### src/rtl/if_id_stage_pkg.sv
// if_id_stage_pkg: MIPS-I word width, NOP encoding, instruction field positions and opcodes
package if_id_stage_pkg;
  localparam int DATA_W = 32;
  localparam logic [DATA_W-1:0] NOP_WORD = 32'h0000_0000;
  localparam int OP_MSB = 31;
  localparam int OP_LSB = 26;
  localparam int RS_MSB = 25;
  localparam int RS_LSB = 21;
  localparam int RT_MSB = 20;
  localparam int RT_LSB = 16;
  localparam int RD_MSB = 15;
  localparam int RD_LSB = 11;
  localparam int SHAMT_MSB = 10;
  localparam int SHAMT_LSB = 6;
  localparam int FUNCT_MSB = 5;
  localparam int FUNCT_LSB = 0;
  localparam int IMM_MSB = 15;
  localparam int IMM_LSB = 0;
  localparam int JADDR_MSB = 25;
  localparam int JADDR_LSB = 0;
  localparam logic [5:0] OP_RTYPE = 6'h00;
  localparam logic [5:0] OP_J = 6'h02;
  localparam logic [5:0] OP_ADDI = 6'h08;
  localparam logic [5:0] FN_ADD = 6'h20;
endpackage

### src/rtl/if_id_stage_if.sv
// if_id_stage_if: valid/ready stream carrying an instruction word and its PC+4
interface if_id_stage_if;
  import if_id_stage_pkg::*;
  logic valid;
  logic ready;
  logic [DATA_W-1:0] instr;
  logic [DATA_W-1:0] pc4;
  modport master(output valid, instr, pc4, input ready);
  modport slave(input valid, instr, pc4, output ready);
endinterface

### src/rtl/if_id_stage_skid_slot.sv
// if_id_skid_slot: valid + instr + pc4 holding register; invalid contents always read as NOP/0
module if_id_skid_slot
  import if_id_stage_pkg::*;
(
  input  logic              clk,
  input  logic              rst_n,
  input  logic              ld_i,
  input  logic              clr_i,
  input  logic              valid_i,
  input  logic [DATA_W-1:0] instr_i,
  input  logic [DATA_W-1:0] pc4_i,
  output logic              valid_o,
  output logic [DATA_W-1:0] instr_o,
  output logic [DATA_W-1:0] pc4_o
);
  logic              valid_q, valid_d;
  logic [DATA_W-1:0] instr_q, instr_d, pc4_q, pc4_d;
  always_comb begin
    valid_d = clr_i ? 1'b0 : ld_i ? valid_i : valid_q;
    instr_d = clr_i ? NOP_WORD : ld_i ? (valid_i ? instr_i : NOP_WORD) : instr_q;
    pc4_d   = clr_i ? '0 : ld_i ? (valid_i ? pc4_i : '0) : pc4_q;
  end
  always_ff @(posedge clk or negedge rst_n) begin
    if (!rst_n) begin
      valid_q <= 1'b0;
      instr_q <= NOP_WORD;
      pc4_q   <= '0;
    end else begin
      valid_q <= valid_d;
      instr_q <= instr_d;
      pc4_q   <= pc4_d;
    end
  end
  assign valid_o = valid_q;
  assign instr_o = instr_q;
  assign pc4_o   = pc4_q;
endmodule

### src/rtl/if_id_stage.sv
// if_id_stage: MIPS IF/ID pipeline register with stall/flush; IF_ID_SKID_EN adds a registered-ready skid slot
module if_id_stage
  import if_id_stage_pkg::*;
(
  input  logic  clk,
  input  logic  rst_n,
  input  logic  flush_i,
  if_id_stage_if.slave  fetch_i,
  if_id_stage_if.master decode_o,
  output logic [5:0]  opcode_o,
  output logic [4:0]  rs_o,
  output logic [4:0]  rt_o,
  output logic [4:0]  rd_o,
  output logic [4:0]  shamt_o,
  output logic [5:0]  funct_o,
  output logic [15:0] imm_o,
  output logic [25:0] jaddr_o
);
  logic              main_v, main_free, acc, ld_v;
  logic [DATA_W-1:0] main_instr, main_pc4, ld_instr, ld_pc4;
  assign main_free = !main_v | decode_o.ready;
  assign acc       = fetch_i.valid & fetch_i.ready;
`ifdef IF_ID_SKID_EN
  logic              skid_v;
  logic [DATA_W-1:0] skid_instr, skid_pc4;
  // ready comes straight from the skid flop, breaking the out_ready->in_ready path
  assign fetch_i.ready = !skid_v;
  assign ld_v     = skid_v | acc;
  assign ld_instr = skid_v ? skid_instr : fetch_i.instr;
  assign ld_pc4   = skid_v ? skid_pc4 : fetch_i.pc4;
  if_id_skid_slot u_skid (
    .clk, .rst_n,
    .ld_i(acc & !main_free), .clr_i(flush_i | main_free), .valid_i(1'b1),
    .instr_i(fetch_i.instr), .pc4_i(fetch_i.pc4),
    .valid_o(skid_v), .instr_o(skid_instr), .pc4_o(skid_pc4)
  );
`else
  assign fetch_i.ready = main_free;
  assign ld_v     = acc;
  assign ld_instr = fetch_i.instr;
  assign ld_pc4   = fetch_i.pc4;
`endif
  if_id_skid_slot u_main (
    .clk, .rst_n,
    .ld_i(main_free), .clr_i(flush_i), .valid_i(ld_v),
    .instr_i(ld_instr), .pc4_i(ld_pc4),
    .valid_o(main_v), .instr_o(main_instr), .pc4_o(main_pc4)
  );
  assign decode_o.valid = main_v;
  assign decode_o.instr = main_instr;
  assign decode_o.pc4   = main_pc4;
  assign opcode_o = main_instr[OP_MSB:OP_LSB];
  assign rs_o     = main_instr[RS_MSB:RS_LSB];
  assign rt_o     = main_instr[RT_MSB:RT_LSB];
  assign rd_o     = main_instr[RD_MSB:RD_LSB];
  assign shamt_o  = main_instr[SHAMT_MSB:SHAMT_LSB];
  assign funct_o  = main_instr[FUNCT_MSB:FUNCT_LSB];
  assign imm_o    = main_instr[IMM_MSB:IMM_LSB];
  assign jaddr_o  = main_instr[JADDR_MSB:JADDR_LSB];
endmodule
### src/flat_wrapper.sv
// flat-port wrapper written by rule: the top's interface ports become plain ports
module if_id_stage_flat import if_id_stage_pkg::*;
  (clk, rst_n, flush_i, opcode_o, rs_o, rt_o, rd_o, shamt_o, funct_o, imm_o, jaddr_o, fetch_i_valid, fetch_i_instr, fetch_i_pc4, fetch_i_ready, decode_o_valid, decode_o_instr, decode_o_pc4, decode_o_ready);
  if_id_stage_if fetch_i_i ();
  if_id_stage_if decode_o_i ();
  input  logic clk;
  input  logic rst_n;
  input  logic flush_i;
  output logic [5:0] opcode_o;
  output logic [4:0] rs_o;
  output logic [4:0] rt_o;
  output logic [4:0] rd_o;
  output logic [4:0] shamt_o;
  output logic [5:0] funct_o;
  output logic [15:0] imm_o;
  output logic [25:0] jaddr_o;
  input wire logic [$bits(fetch_i_i.valid)-1:0] fetch_i_valid;
  input wire logic [$bits(fetch_i_i.instr)-1:0] fetch_i_instr;
  input wire logic [$bits(fetch_i_i.pc4)-1:0] fetch_i_pc4;
  output wire logic [$bits(fetch_i_i.ready)-1:0] fetch_i_ready;
  output wire logic [$bits(decode_o_i.valid)-1:0] decode_o_valid;
  output wire logic [$bits(decode_o_i.instr)-1:0] decode_o_instr;
  output wire logic [$bits(decode_o_i.pc4)-1:0] decode_o_pc4;
  input wire logic [$bits(decode_o_i.ready)-1:0] decode_o_ready;
  assign fetch_i_i.valid = fetch_i_valid;
  assign fetch_i_i.instr = fetch_i_instr;
  assign fetch_i_i.pc4 = fetch_i_pc4;
  assign fetch_i_ready = fetch_i_i.ready;
  assign decode_o_valid = decode_o_i.valid;
  assign decode_o_instr = decode_o_i.instr;
  assign decode_o_pc4 = decode_o_i.pc4;
  assign decode_o_i.ready = decode_o_ready;
  if_id_stage u_core (.clk(clk), .rst_n(rst_n), .flush_i(flush_i), .fetch_i(fetch_i_i), .decode_o(decode_o_i), .opcode_o(opcode_o), .rs_o(rs_o), .rt_o(rt_o), .rd_o(rd_o), .shamt_o(shamt_o), .funct_o(funct_o), .imm_o(imm_o), .jaddr_o(jaddr_o));
endmodule
### config.mk
export PLATFORM = sky130hd
export DESIGN_NAME = if_id_stage_flat
export DESIGN_NICKNAME = d
export VERILOG_FILES = /design/src/rtl/if_id_stage_pkg.sv /design/src/rtl/if_id_stage_if.sv /design/src/rtl/if_id_stage_skid_slot.sv /design/src/rtl/if_id_stage.sv /design/src/flat_wrapper.sv
export SDC_FILE = /design/constraint.sdc
export NUM_CORES = 1
export LEC_CHECK = 0
export CORE_UTILIZATION = 35
export DETAILED_ROUTE_END_ITERATION = 12
export PLACE_DENSITY = 0.74
export SLEW_MARGIN = 20
export SYNTH_ARGS = -nofsm -noshare
export SYNTH_HDL_FRONTEND = slang
export SYNTH_SLANG_ARGS = --single-unit
### constraint.sdc
create_clock -name clk -period 2.6 [get_ports clk]
set_clock_uncertainty 0.1 [all_clocks]
set_input_delay 0.52 -clock clk [delete_from_list [all_inputs] [get_ports clk]]
set_output_delay 0.52 -clock clk [all_outputs]
set_load 0.03 [all_outputs]
# After elaboration in Yosys (flattened, before gate mapping)
# Index checks and enable logic that the tools add are counted.
# totals
regBits	65
inputBits	69
output_inout_bits	140
elab_cells	15
# op_classes
n_mux	8
bitwise	2
reduce_logical	2
# ops
op	count
$mux 32	6
$mux 1	2
$reduce_bool 2->1	1
$and 1x1->1	1
$logic_not 1->1	1
$or 1x1->1	1

# Longest topological paths before layout
# logic_depth
depth_word	6
depth_mapped	6
depth_no_buf	4

# Cells and area by module
# A second synthesis with hierarchy kept.
# unflattened
hier_cells	231
hier_area_um2	3139.3
# by_module_without_submodules
mod	instances	cells_per_inst	area_each_um2	seq_area_each_um2
if_id_skid_slot	1	155	2561.2	1626.6
if_id_stage	1	76	578.1	0.0

# Least setup slack after synthesis
# No wires, ideal clock.
# synth_timing
path_type	reg2out
startpoint	reg u_core.u_main.valid_q (netlist: u_core.u_main.valid_o)
endpoint	out fetch_i_ready
t_arrival_ns	0.982
t_required_ns	1.980
path_slack_ns	0.998
stages_incl_launch_ff	4
n_path_buf	1
cell_sequence	dfrtp_1 > nor2b_4 > inv_4 > buf_2
# synth_via
elab_chain_len	2
# synth_rtl
element	line	text
from (decl)	if_id_stage_skid_slot.sv:16	logic valid_q, valid_d;
from (signal assigned)	if_id_stage_skid_slot.sv:29	valid_q <= valid_d;
$logic_not 1->1	if_id_stage.sv:21	assign main_free = !main_v | decode_o.ready;
$or 1x1->1	if_id_stage.sv:21	
to (decl)	flat_wrapper.sv:20	output wire logic [$bits(fetch_i_i.ready)-1:0] fetch_i_ready;
# No other way between the ends.

# Worst setup path after layout
# layout_timing
startpoint	in decode_o_ready
endpoint	out fetch_i_ready
# layout_via
elab_chain_len	1
# layout_rtl
element	line	text
from (decl)	flat_wrapper.sv:24	input wire logic [$bits(decode_o_i.ready)-1:0] decode_o_ready;
$or 1x1->1	if_id_stage.sv:21	
# No other way between the ends.

==> results by group <==
CTS
  – Post-CTS Setup Bufs: 0
  – Sink Count: 65
  – CTS H-Tree Depth: 3
  – Clk slew on worst S/H paths: 0.07 ns
  – Clock Tree Buf Depth: 2
  – CTS tree: built
  – Clock Tree Root: clkbuf_8
  – Total CTS buffers: 9
  – Clock latency at the later pin of the worst-skew pair: 0.33 ns
  – CTS resizes: 0

Synthesis
  – Distinct cells, synth: 14
  – Post-synth top area share: 42.71%
  – Post-synthesis cell area: 3809 um^2
  – YS warnings: 0
  – Post-synth top cells: buf_4 (80), dfrtp_1 (65), nand2_1 (64)
  – Main synth FF type: dfrtp_1
  – Mux share of post-synthesis cell area: 0%
  – Cell with the most instances after synthesis: buf_4
  – Asr flop ratio synth: 100.0%
  – Simple-gate share of the synthesized area: 21.85%
  – Ranking of synthesized cells by area: dfrtp_1 (43%), buf_4 (16%), nand3_2 (13%), a21oi_2 (11%), nand2_1 (6.3%)
  – Synth Net Count: 432
  – Post-synthesis register bit count: 65
  – Post-Synth Adder-Cell Area: 0%
  – Post-synthesis sequential area ratio: 42.71%
  – Cells after synthesis: 363
  – Cell taking the most area after synthesis: dfrtp_1
  – EDFF count, synth: 0
  – Post-Synth XOR/XNOR Area: 0%
  – Compound-gate portion of the synthesized area: 13.34%
  – Main combinational cell family by area after synthesis: buffers and inverters
  – Synthesized area per cell: 10.49 um^2

Floorplanning
  – Die Ht: around 110 um
  – DIE WIDTH: 106.3 um
  – Top Ports: around 210
  – Starting Density: 36.56%
  – Num rows: 37
  – DIE AREA: 11300 um^2
  – Core ar.: ~10000 um^2

Timing
  – Slew Limit Fails: 0
  – Min cycle time layout: 2.406 ns
  – Setup TNS: 0 ns
  – Final cycle utilization of the critical path: between 90 and 100%
  – Final Hold Violating Endpoints: 0
  – # setup viols final: 0
  – Fmax: about 420 MHz
  – Least-Margin Pin Slew: 0.9855 ns
  – Worst hold slack: 0.4214 ns
  – Slew headroom: 34.30%
  – RSZ-0062 raised after global routing: false

Placed design
  – HPWL after DPL: 6.541 mm
  – Inst Count DP: 611
  – Port Buf Inserts: between 200 and 250
  – RePlAce Congestion: ~0.74

Layout
  – Antenna fix cells: 0
  – Final nets: 556
  – Layout cells sized above 1: 25.20%
  – Layout Cells excl Fill: 628
  – Area grow syn2layout: 43.99%
  – Fillcell total: 964

Global routing
  – All-Layer GR Usage: 16.82%
  – Grt ovf: 0
  – First-pass GRT wire length: 14.95 mm
  – Initial antenna violation count: 0
  – Largest net degree at the start of global routing: 66
  – Vias in the first global route: 2994

Power and ir drop
  – PD cells: 478.1 nW/um^2
  – Lkg Pwr: 2.095 nW
  – Worst vdd ir: 0.2151 mV
  – Total power: 2.622 mW

Setup path
  – Crit Path Class: input port to output port
  – Worst path required time: a little under 2 ns
  – Arr. time, crit path: 1.79 ns
  – CP endpoint kind: output port
  – Critical path peak fanout: 2
  – Worst setup SP type: input port

Drt
  – Drt total wl: 9.439 mm
  – Via count: 2940
  – DR DRC count: 0
  – Final ANT Viol Nets: 0
  – Via density: ~4.7
  – First-pass DRT Iterations: 6
  – Initial drt markers: 99
  – DR WL/cell: approximately 15 um

Job
  – Total of max-cap violations: 0

Min path
  – HP Class: register to register

Run status
  – Outcome: completed
[path summary, 6_finish.rpt]
| check | from | to | slack (ns) | depth (start not counted) |
|---|---|---|---|---|
| max | decode_o_ready | fetch_i_ready | 0.19 | 4 |
| min | u_core.u_main.pc4_o[31] | u_core.u_main.pc4_o[31] | 0.42 | 2 |
| max reg2reg | u_core.u_main.valid_o | u_core.u_main.instr_o[24] | 0.73 | 5 |
| min reg2reg | u_core.u_main.pc4_o[31] | u_core.u_main.pc4_o[31] | 0.42 | 2 |
| max in group asynchronous | rst_n | u_core.u_main.instr_o[17] | 1.19 | 3 |
| min in group asynchronous | rst_n | u_core.u_main.instr_o[30] | 0.54 | 2 |
[report_power, final]
part | switching (mW) | internal (mW) | leakage, nW
logic | 0.392 | 0.306 | 1.12
registers | 0.0379 | 1.06 | 0.877
clock network | 0.363 | 0.467 | 0.0974
[worst max-delay path, stage by stage]
cell	delay, ns
clkdlybuf4s50_1	0.51
nor2b_4	0.06
inv_4	0.04
clkdlybuf4s50_1	0.65
[final cells by class]
| cell class | count | area, um^2 | share of cell area (%) |
|---|---|---|---|
| repair buffers | 215 | 2152 | 39.24 |
| flip-flops and latches | 65 | 1627 | 29.66 |
| multi-input cells | 195 | 1340 | 24.44 |
| well taps | 136 | 170.2 | 3.103 |
| clock buffers | 13 | 148.9 | 2.715 |
| clock inverters | 3 | 40.04 | 0.7301 |
| inverters | 1 | 6.256 | 0.1141 |
[kinds of logic (layout without fill, tap and decap cells)]
logic type,Yosys count,after routing
AND/OR/NAND/NOR,131,131
buffers and inverters,103,232
flip-flops,65,65
AO/OA/AOI/OAI,64,64
[repair_timing]
| action | in CTS | in global routing |
|---|---|---|
| hold buffers | 1 | 0 |
| hold endpoints to repair | 15 | 0 |
| setup endpoints to repair | 0 | 0 |
[cells in the final DEF (no fill, tap or decap)]
cell             instances
nand3_1                 14
a21oi_2                 50
clkinv_2                 2
buf_4                    6
inv_4                    1
buf_12                   2
nor2b_4                  1
buf_2                    1
nor2_1                   2
a21oi_1                 14
clkbuf_1                 3
nand2_1                 64
dfrtp_1                 65
nand3_2                 50
bufinv_16                1
clkdlybuf4s50_1        205
clkbuf_8                10
dlygate4sd3_1            1
[metal layers]
layer	share of wire (%)	global-route usage (%)
met4	1.0	5.456
met5	0	0
met1	40	19.42
met2	52	29.17
met3	7.2	5.579
[registers in the layout, summed over array words and instances (netlist names)]
name                   cells
u_core.u_main.instr_o     32
u_core.u_main.pc4_o       32
u_core.u_main.valid_o      1
[per-stage QoR]
step                cell area [um^2]  util, %  worst slack [ns]
CTS                             5484    52.65            0.1986
floorplan                       3809        -            0.9980
global placement                5285    50.74            0.1928
finish                          5484    52.65            0.1942
detailed placement              5285    50.74            0.1503
global route                    5484    52.65            0.1628
(Power assumes the default switching activity.)
